--- config.mk ---
export PLATFORM = sky130hd
export DESIGN_NAME = spi_slave_stream
export DESIGN_NICKNAME = d
export VERILOG_FILES = /design/src/rtl/spi_slave_stream.sv
export SDC_FILE = /design/constraint.sdc
export NUM_CORES = 1
export LEC_CHECK = 0
export ABC_CLOCK_PERIOD_IN_PS = 1550
export CORE_ASPECT_RATIO = 0.7
export CORE_MARGIN = 2
export CORE_UTILIZATION = 40
export DETAILED_ROUTE_END_ITERATION = 7
export GPL_TIMING_DRIVEN = 1
export PLACE_DENSITY = 0.64
export SLEW_MARGIN = 20
export SYNTH_ARGS = -nofsm -noshare
export SYNTH_HDL_FRONTEND = slang
export SYNTH_SLANG_ARGS = --single-unit
--- constraint.sdc ---
create_clock -name clk -period 1.55 [get_ports clk]
set_clock_uncertainty 0.05 [all_clocks]
set_input_delay 0.2325 -clock clk [delete_from_list [all_inputs] [get_ports clk]]
set_output_delay 0.2325 -clock clk [all_outputs]
set_load 0.01 [all_outputs]
--- src/rtl/spi_slave_stream.sv ---
// -----------------------------------------------------------------------------
// spi_slave_stream
//
// SPI slave front-end clocked entirely by the system clock. While SS_n is low,
// MOSI is sampled on every rising edge of clk and assembled MSB first into
// frames of FRAME_W = DATA_W+2 bits. Each complete frame is presented on
// rx_data with a one-cycle rx_valid pulse. The top two frame bits are the
// command:
//   00 write-address, 01 write-data, 10 read-address, 11 read-data.
// After a read-data command, the block waits for tx_valid. It then accepts
// tx_data with a one-cycle tx_ack pulse and shifts the word out on MISO,
// MSB first.
//
// Raising SS_n on any edge aborts whatever is in progress. A partial frame is
// dropped without an rx_valid pulse, and rx_data keeps the last complete
// frame.
//
// Compile-time option:
//   SPI_SLAVE_STREAM_BURST_EN
//     defined   : frames stream back-to-back under one SS_n assertion. After a
//                 read word, the block re-arms for the next tx_valid.
//     undefined : at most one frame plus one read word per SS_n assertion.
//                 Anything after that is ignored (HOLD) until SS_n rises.
//
// Parameters:
//   DATA_W     payload width (>= 2)
//   MISO_IDLE  MISO level whenever no read word is being shifted out
//
// Ports:
//   clk        in   system clock, rising edge
//   rst_n      in   synchronous active-low reset
//   SS_n       in   slave select, active-low
//   MOSI       in   serial data in, MSB first
//   tx_valid   in   tx_data holds a read word ready to send
//   tx_data    in   read word (DATA_W)
//   tx_ack     out  one-cycle pulse: tx_data accepted on this edge
//   MISO       out  serial data out, MSB first, registered
//   rx_valid   out  one-cycle pulse: rx_data holds a complete frame
//   rx_data    out  last complete frame (FRAME_W), command in top two bits
//   busy       out  high whenever the FSM is not IDLE
// -----------------------------------------------------------------------------
module spi_slave_stream #(
    parameter int   DATA_W    = 8,
    parameter logic MISO_IDLE = 1'b0
) (
    input  logic              clk,
    input  logic              rst_n,
    input  logic              SS_n,
    input  logic              MOSI,
    input  logic              tx_valid,
    input  logic [DATA_W-1:0] tx_data,
    output logic              tx_ack,
    output logic              MISO,
    output logic              rx_valid,
    output logic [DATA_W+1:0] rx_data,
    output logic              busy
);

    localparam int FRAME_W = DATA_W + 2;
    localparam int CNT_W   = $clog2(FRAME_W + 1);

    typedef enum logic [2:0] {
        S_IDLE,
        S_RX,
        S_TX_WAIT,
        S_TX,
        S_HOLD
    } state_t;

    typedef enum logic [1:0] {
        CMD_WR_ADDR = 2'b00,
        CMD_WR_DATA = 2'b01,
        CMD_RD_ADDR = 2'b10,
        CMD_RD_DATA = 2'b11
    } cmd_t;

    state_t              state_q;
    logic [CNT_W-1:0]    bit_cnt_q;   // frame bits captured so far
    logic [CNT_W-1:0]    tx_cnt_q;    // read-word bits already driven onto MISO
    // Holds only the bits still needed: the frame's oldest bit leaves the
    // register on the same edge that the newest one arrives.
    logic [FRAME_W-2:0]  frame_q;
    logic [DATA_W-1:0]   tx_shift_q;
    logic [FRAME_W-1:0]  rx_data_q;
    logic                rx_valid_q;
    logic                tx_ack_q;
    logic                miso_q;
    logic                busy_q;

    // Frame as it would look after shifting in the current MOSI bit. On the
    // last bit of a frame, this is exactly the completed frame.
    logic [FRAME_W-1:0]  frame_d;
    logic [1:0]          cmd_d;
    logic                frame_done;
    logic                tx_last;

    assign frame_d    = {frame_q, MOSI};
    assign cmd_d      = frame_d[FRAME_W-1 -: 2];
    assign frame_done = (bit_cnt_q == CNT_W'(FRAME_W - 1));
    // The LSB has been on MISO for one full cycle once all DATA_W bits are out.
    assign tx_last    = (tx_cnt_q == CNT_W'(DATA_W));

    // NOTE: every register below is written with non-blocking assignments, so
    // all branches see the pre-edge values and no ordering hazards arise.
    always_ff @(posedge clk) begin
        if (!rst_n) begin
            state_q    <= S_IDLE;
            bit_cnt_q  <= '0;
            tx_cnt_q   <= '0;
            frame_q    <= '0;
            tx_shift_q <= '0;
            rx_data_q  <= '0;
            rx_valid_q <= 1'b0;
            tx_ack_q   <= 1'b0;
            miso_q     <= MISO_IDLE;
            busy_q     <= 1'b0;
        end else begin
            // Strobes default low and are raised only on their event edge.
            rx_valid_q <= 1'b0;
            tx_ack_q   <= 1'b0;

            if (SS_n) begin
                // Deselect aborts from any state. rx_data is deliberately kept.
                state_q    <= S_IDLE;
                bit_cnt_q  <= '0;
                tx_cnt_q   <= '0;
                frame_q    <= '0;
                tx_shift_q <= '0;
                miso_q     <= MISO_IDLE;
                busy_q     <= 1'b0;
            end else begin
                case (state_q)
                    S_IDLE: begin
                        // The first sampled bit is the frame MSB.
                        frame_q   <= {{(FRAME_W-2){1'b0}}, MOSI};
                        bit_cnt_q <= CNT_W'(1);
                        state_q   <= S_RX;
                        busy_q    <= 1'b1;
                    end

                    S_RX: begin
                        frame_q <= frame_d[FRAME_W-2:0];
                        if (frame_done) begin
                            rx_data_q  <= frame_d;
                            rx_valid_q <= 1'b1;
                            bit_cnt_q  <= '0;
                            if (cmd_d == CMD_RD_DATA) begin
                                state_q <= S_TX_WAIT;
                            end else begin
`ifdef SPI_SLAVE_STREAM_BURST_EN
                                // Count 0 here means the next edge carries the
                                // next frame's MSB, so there are no gap cycles.
                                state_q <= S_RX;
`else
                                state_q <= S_HOLD;
`endif
                            end
                        end else begin
                            bit_cnt_q <= bit_cnt_q + CNT_W'(1);
                        end
                    end

                    S_TX_WAIT: begin
                        // MOSI is ignored here; the block is only waiting for a
                        // read word.
                        if (tx_valid) begin
                            tx_ack_q   <= 1'b1;
                            miso_q     <= tx_data[DATA_W-1];
                            tx_shift_q <= {tx_data[DATA_W-2:0], 1'b0};
                            tx_cnt_q   <= CNT_W'(1);
                            state_q    <= S_TX;
                        end
                    end

                    S_TX: begin
                        if (tx_last) begin
                            miso_q     <= MISO_IDLE;
                            tx_cnt_q   <= '0;
                            tx_shift_q <= '0;
`ifdef SPI_SLAVE_STREAM_BURST_EN
                            state_q    <= S_TX_WAIT;
`else
                            state_q    <= S_HOLD;
`endif
                        end else begin
                            miso_q     <= tx_shift_q[DATA_W-1];
                            tx_shift_q <= {tx_shift_q[DATA_W-2:0], 1'b0};
                            tx_cnt_q   <= tx_cnt_q + CNT_W'(1);
                        end
                    end

                    S_HOLD: begin
                        // Everything is ignored until SS_n rises.
                        state_q <= S_HOLD;
                    end

                    default: begin
                        state_q <= S_IDLE;
                    end
                endcase
            end
        end
    end

    assign tx_ack   = tx_ack_q;
    assign MISO     = miso_q;
    assign rx_valid = rx_valid_q;
    assign rx_data  = rx_data_q;
    assign busy     = busy_q;

endmodule

==> results.json, run 1 <==
{
  "status": "finished clean",
  "path_class": "reg2reg",
  "dieWidth_um": 85.9,
  "total_power_mw": 2.13,
  "synth_area_leader_cell": "dfxtp_1",
  "io_buffers": 26,
  "hp-class": "reg2reg",
  "slowest_delay_ps": 400,
  "slowest_stage": "dfxtp_1",
  "grt_antenna_before_repair": 0,
  "crit_start": "state_q[2]",
  "fin_ws_ps": 73.3,
  "core_sq_um": 4430,
  "yosys_register_bits": 41,
  "path_clk_slew_ps": 80,
  "grt_use_total_pct": 17.5,
  "die_h_um": 61.3,
  "wirelength_mm": 4.39,
  "drv_slew": 0,
  "critPathBufInv": 2,
  "cts_buffers": 5,
  "finish.net_count": 274,
  "yosysTopAreaCellShare_pct": 43.7,
  "ff_latch_area_sq_um": 822,
  "yosysWarnings": 0,
  "place_inst": 305,
  "powerDensity_nw_per_um2": 845,
  "die-area_sq_um": 5270,
  "drive_gt1_share_pct": 19.4,
  "cts_setup_buffers": 0,
  "peakVddDrop_uv": 533,
  "cpMostUsedCell": "buf_4",
  "synth_edf_count": 0,
  "syn_to_final_growth_pct": 34.1,
  "utilization_pct": 56.9,
  "path_max_fanout": 6,
  "seq_area_frac_synth_pct": 43.7,
  "htreeDepth": 2,
  "syn_avg_cell_area_sq_um": 8.78,
  "setup_viol": 0,
  "grt_overflow": 0,
  "drv_cap": 0,
  "ys_types": 40,
  "crit_arrival_ps": 1620,
  "holdBufCountCts": 0,
  "dp_hpwl_mm": 3.00,
  "start_util_pct": 42.4,
  "drtIter0Drc": 160,
  "syn-num-nets": 231,
  "dp_slack_ps": -76.3,
  "grt_pass1_wl_mm": 7.20,
  "clock-root-buffer": "clkbuf_8",
  "hold_viol": 0,
  "multi_input_area_sq_um": 1010,
  "start_kind": "register",
  "slew_headroom_pct": 80.3,
  "hold_start": "rx_data[2]",
  "fmax_mhz": 677,
  "synth.area.top_cells": "dfxtp_1 (44%), nand2_1 (5.8%), mux2i_1 (5.3%)",
  "syn-instance-count": 214,
  "most-common-layout-cells": "dfxtp_1 (40), nand2_1 (29), clkdlybuf4s50_1 (26)",
  "timing.final.crit_share_pct": 95.3,
  "cts_tree": "yes",
  "synth_ff_type": "dfxtp_1",
  "worst_pin_slew_ps": 293,
  "final_common_cell": "dfxtp_1",
  "grt_max_degree": 26,
  "num_antenna_cells": 0,
  "fin_crit_ps": 1480,
  "p_leak_nw": 0.920,
  "vias": 1663,
  "worstSetupEndpointType": "register",
  "cts_sinks": 41,
  "wire_per_inst_um": 14.0,
  "crit_family": "flip-flops",
  "ioPinCount": 27,
  "syn_area_sq_um": 1880,
  "path_cells": "buf_4, nand2b_1, nor2_2, buf_4, o221a_2",
  "grt_pass1_vias": 1519,
  "fillers": 399,
  "tns_ps": 0,
  "viasPerCell": 5.31,
  "firstDrtPassIters": 4,
  "clockBufferDepth": 2,
  "final_cells": 313,
  "gp_congestion": 0.757,
  "clkLatencyLatePin_ps": 290,
  "crit_required_ps": 1690,
  "async_flop_share_pct": 0,
  "antenna_left": 0,
  "r2r-start": "state_q[2]",
  "drc": 0,
  "rows": 20
}
[cell type report]
| class | instances | area share, % |
|---|---|---|
| tap | 55 | 2.73 |
| clock buffer | 7 | 3.43 |
| sequential | 41 | 32.6 |
| multi-input combinational | 151 | 39.9 |
| timing repair buffer | 52 | 19.2 |
| clock inverter | 1 | 1.19 |
| inverter | 6 | 0.894 |
[worst paths after layout]
path / to / slack (ps) / depth (start not counted)
max: tx_shift_q[4] / 70 / 5
min: rx_data[2] / 410 / 2
max reg2reg: tx_shift_q[4] / 70 / 5
min reg2reg: rx_data[2] / 410 / 2
[worst reg2reg max path, delay by kind of cell, from the launching register on]
| family | cells | cell delay [ps] |
|---|---|---|
| simple gates | 2 | 330 |
| flops | 1 | 400 |
| buf+inv | 2 | 320 |
| compound gates | 1 | 270 |
[metal layers]
metal	track usage, %	share of wire [%]	vias up
li1	-	-	845
met1	26.2	55	786
met2	25.2	40	29
met3	5.23	4.6	3
met4	2.95	0.27	0
met5	0	0	-
[flip-flops by register name (all words and copies together), names as in the netlist, 3 cells and up]
name        count
tx_shift_q      7
state_q         3
rx_data        10
tx_cnt_q        4
bit_cnt_q       4
frame_q         9
[synth_stat cells, types with 3 or more instances]
master / n
clkbuf_1: 9
o31a_1: 3
nand4b_1: 3
nand3b_1: 3
a21oi_1: 8
nor2b_1: 10
buf_2: 5
and3_1: 7
ha_1: 4
nor2_1: 9
nand2_1: 29
o21a_1: 5
mux2i_1: 10
nand3_1: 7
o21ai_0: 12
dfxtp_1: 41
o221a_2: 7
nand2b_1: 3
a31oi_1: 7
inv_1: 6
nor3_1: 3
[through the flow]
stage / cell area [sq um] / hold slack (ps)
3_3_place_gp: 2360 / 396
2_1_floorplan: 1880 / 318
3_5_place_dp: 2360 / 397
6_report: 2520 / 410
4_1_cts: 2480 / 416
5_1_grt: 2520 / 434
[kinds of logic (layout without fill, tap and decap cells)]
| family | Yosys count | count (layout) | share of synthesized area, % |
|---|---|---|---|
| adders and majority gates | 4 | 4 | 2.66 |
| and+or+nand+nor | 87 | 87 | 24.4 |
| muxes | 10 | 10 | 5.33 |
| AOI/OAI and AO/OA | 50 | 50 | 19.0 |
| DFF | 41 | 41 | 43.7 |
| buffers and inverters | 22 | 66 | 4.93 |
[timing repair]
action / CTS / global route
endpoints found under the setup margin: 2 / 27
gates cloned: 0 / 0
resized for setup: 1 / 9
[power breakdown]
| part | internal, mW | switching [mW] | total, mW |
|---|---|---|---|
| logic | 0.0854 | 0.0804 | 0.166 |
| registers | 1.06 | 0.00594 | 1.07 |
| clock network | 0.525 | 0.371 | 0.897 |
| total | 1.67 | 0.458 | 2.13 |
(Power assumes the default switching activity.)
==> inputs of run 2 (changes only) <==
--- a/config.mk
+++ b/config.mk
@@ -9,6 +9,7 @@
 export CORE_ASPECT_RATIO = 0.7
 export CORE_MARGIN = 2
 export CORE_UTILIZATION = 40
+export CTS_CLUSTER_DIAMETER = 30
 export DETAILED_ROUTE_END_ITERATION = 7
 export GPL_TIMING_DRIVEN = 1
 export PLACE_DENSITY = 0.64
==> results of run 2 <==
The final DEF is identical to that of run 1; final timing and power are the same.
==> inputs of run 3 (changes only) <==
--- a/config.mk
+++ b/config.mk
@@ -6,14 +6,12 @@
 export NUM_CORES = 1
 export LEC_CHECK = 0
 export ABC_CLOCK_PERIOD_IN_PS = 1550
-export CORE_ASPECT_RATIO = 0.7
 export CORE_MARGIN = 2
 export CORE_UTILIZATION = 40
 export CTS_CLUSTER_DIAMETER = 30
 export DETAILED_ROUTE_END_ITERATION = 7
 export GPL_TIMING_DRIVEN = 1
 export PLACE_DENSITY = 0.64
-export SLEW_MARGIN = 20
 export SYNTH_ARGS = -nofsm -noshare
 export SYNTH_HDL_FRONTEND = slang
 export SYNTH_SLANG_ARGS = --single-unit
==> run 3 against run 2 <==
- largest power group unchanged
- fmax is 1.2% higher
- clock power is 0.8% lower
- routed wire length is 3.3% lower
- sequential power hardly changed
- global-route usage is 0.34 points lower
==> results.json, run 3 (same netlist as run 1, synthesis figures left out) <==
{
  "status": "finished clean",
  "path_clk_slew_ps": 80,
  "p_leak_nw": 0.912,
  "slew_headroom_pct": 74.2,
  "fillers": 424,
  "total_power_mw": 2.11,
  "drive_gt1_share_pct": 20.1,
  "min_path_cells": 2,
  "wire_per_inst_um": 13.6,
  "slowest_stage": "clkdlybuf4s50_1",
  "cts_tree": "yes",
  "crit_required_ps": 1270,
  "viasPerCell": 5.35,
  "path_class": "reg2out",
  "crit_family": "buffers and inverters",
  "ioPinCount": 27,
  "cts_sinks": 41,
  "stdcell_area_sq_um": 2490,
  "power_switching_uw": 447,
  "drv_slew": 0,
  "drtIter0Drc": 56,
  "grt_max_degree": 19,
  "path_max_fanout": 2,
  "fmax_mhz": 685,
  "post_dp_cell_area_sq_um": 2350,
  "clockPowerShare_pct": 42.1,
  "grt_antenna_before_repair": 0,
  "start_util_pct": 42.3,
  "path_cells": "clkdlybuf4s50_1",
  "die-area_sq_um": 5260,
  "start_kind": "register",
  "htreeDepth": 2,
  "slowest_delay_ps": 540,
  "cp_num_cells": 1,
  "hold_viol": 0,
  "power_frac_comb_pct": 7.5,
  "seq_power_share_pct": 50.4,
  "finish.net_count": 275,
  "critPathBufInv": 1,
  "io_buffers": 26,
  "crit_arrival_ps": 1180,
  "rsz0062_at_grt": "false",
  "num_antenna_cells": 0,
  "vias": 1663,
  "antenna_left": 0,
  "core_sq_um": 4440,
  "grt_pass1_wl_mm": 7.09,
  "tns_ps": 0,
  "setup_viol": 0,
  "hp-class": "reg2reg",
  "multi_input_area_sq_um": 988,
  "timing.final.crit_share_pct": 94.1,
  "grt_overflow": 0,
  "grt_use_total_pct": 17.2,
  "clockBufferDepth": 2,
  "intPower_mw": 1.67,
  "worst_pin_slew_ps": 387,
  "die_h_um": 72.5,
  "fin_crit_ps": 1460,
  "gp_congestion": 0.760,
  "grt_pass1_vias": 1510,
  "drv_cap": 0,
  "most-common-layout-cells": "dfxtp_1 (40), nand2_1 (29), clkdlybuf4s50_1 (26), buf_4 (26), o21ai_0 (12)",
  "sw_frac_of_total_pct": 21.2,
  "holdBufCountCts": 0,
  "rows": 24,
  "dieWidth_um": 72.5,
  "cts_buffers": 5,
  "drc": 0,
  "clock-root-buffer": "clkbuf_8",
  "largest_register_ffs": 10,
  "worstSetupEndpointType": "output port",
  "firstDrtPassIters": 4,
  "final_cells": 311,
  "powerDensity_nw_per_um2": 849,
  "clkLatencyLatePin_ps": 290,
  "holdWs_ps": 411,
  "r2r_cells": 4,
  "dp_hpwl_mm": 3.00,
  "syn_to_final_growth_pct": 32.5,
  "ff_latch_area_sq_um": 822,
  "wirelength_mm": 4.24,
  "final_common_cell": "dfxtp_1",
  "place_inst": 303,
  "peakVddDrop_uv": 564
}
[run 3: cell count changes in the layout (fill, tap and decap cells not counted), sizes merged]
| cell | before | now |
|---|---|---|
| buf | 26 | 27 |
[run 3: layout make-up]
| class | instances | share of cell area, % |
|---|---|---|
| tap | 52 | 2.61 |
| timing repair buffer | 53 | 19.1 |
| clock buffer | 7 | 3.47 |
| inverter | 6 | 0.905 |
| multi-input combinational | 151 | 39.7 |
| sequential | 41 | 33.0 |
| clock inverter | 1 | 1.21 |
[run 3: metal layers]
layer  GRT usage (%)  wire, um
met1            22.3      2040
met2            28.5      1990
met3            3.47       156
met4            5.76        55
met5               0         0
[run 3: repair_timing]
| action | 4_1_cts | 5_1_grt |
|---|---|---|
| buffers inserted | 0 | 0 |
| endpoints found under the hold margin | 0 | 0 |
| setup endpoints to repair | 1 | 21 |
| gates resized for setup | 1 | 5 |
[run 3: power by group through the flow]
stage	combinational, mW	sequential, mW	clock, mW
6_report	0.158	1.07	0.890
2_1_floorplan	0.0705	1.09	0
3_3_place_gp	0.153	1.09	0
4_1_cts	0.155	1.06	0.908
5_1_grt	0.172	1.07	0.953
3_5_place_dp	0.154	1.09	0
[run 3: worst paths after layout]
path | slack [ps] | endpoint | from
setup / recovery | 90 | rx_data[8] | rx_data[8]
hold / removal | 410 | rx_data[2] | rx_data[2]
setup reg to reg | 100 | rx_data[4] | state_q[2]
hold reg to reg | 410 | rx_data[2] | rx_data[2]
[run 3: stage by stage]
step | utilization, % | setup slack (ps)
global placement | 53.0 | -8.60
global route | 56.0 | 6.77
detailed placement | 53.0 | -57.1
CTS | 55.6 | 21.9
floorplan | - | 154
finish | 56.0 | 91.0
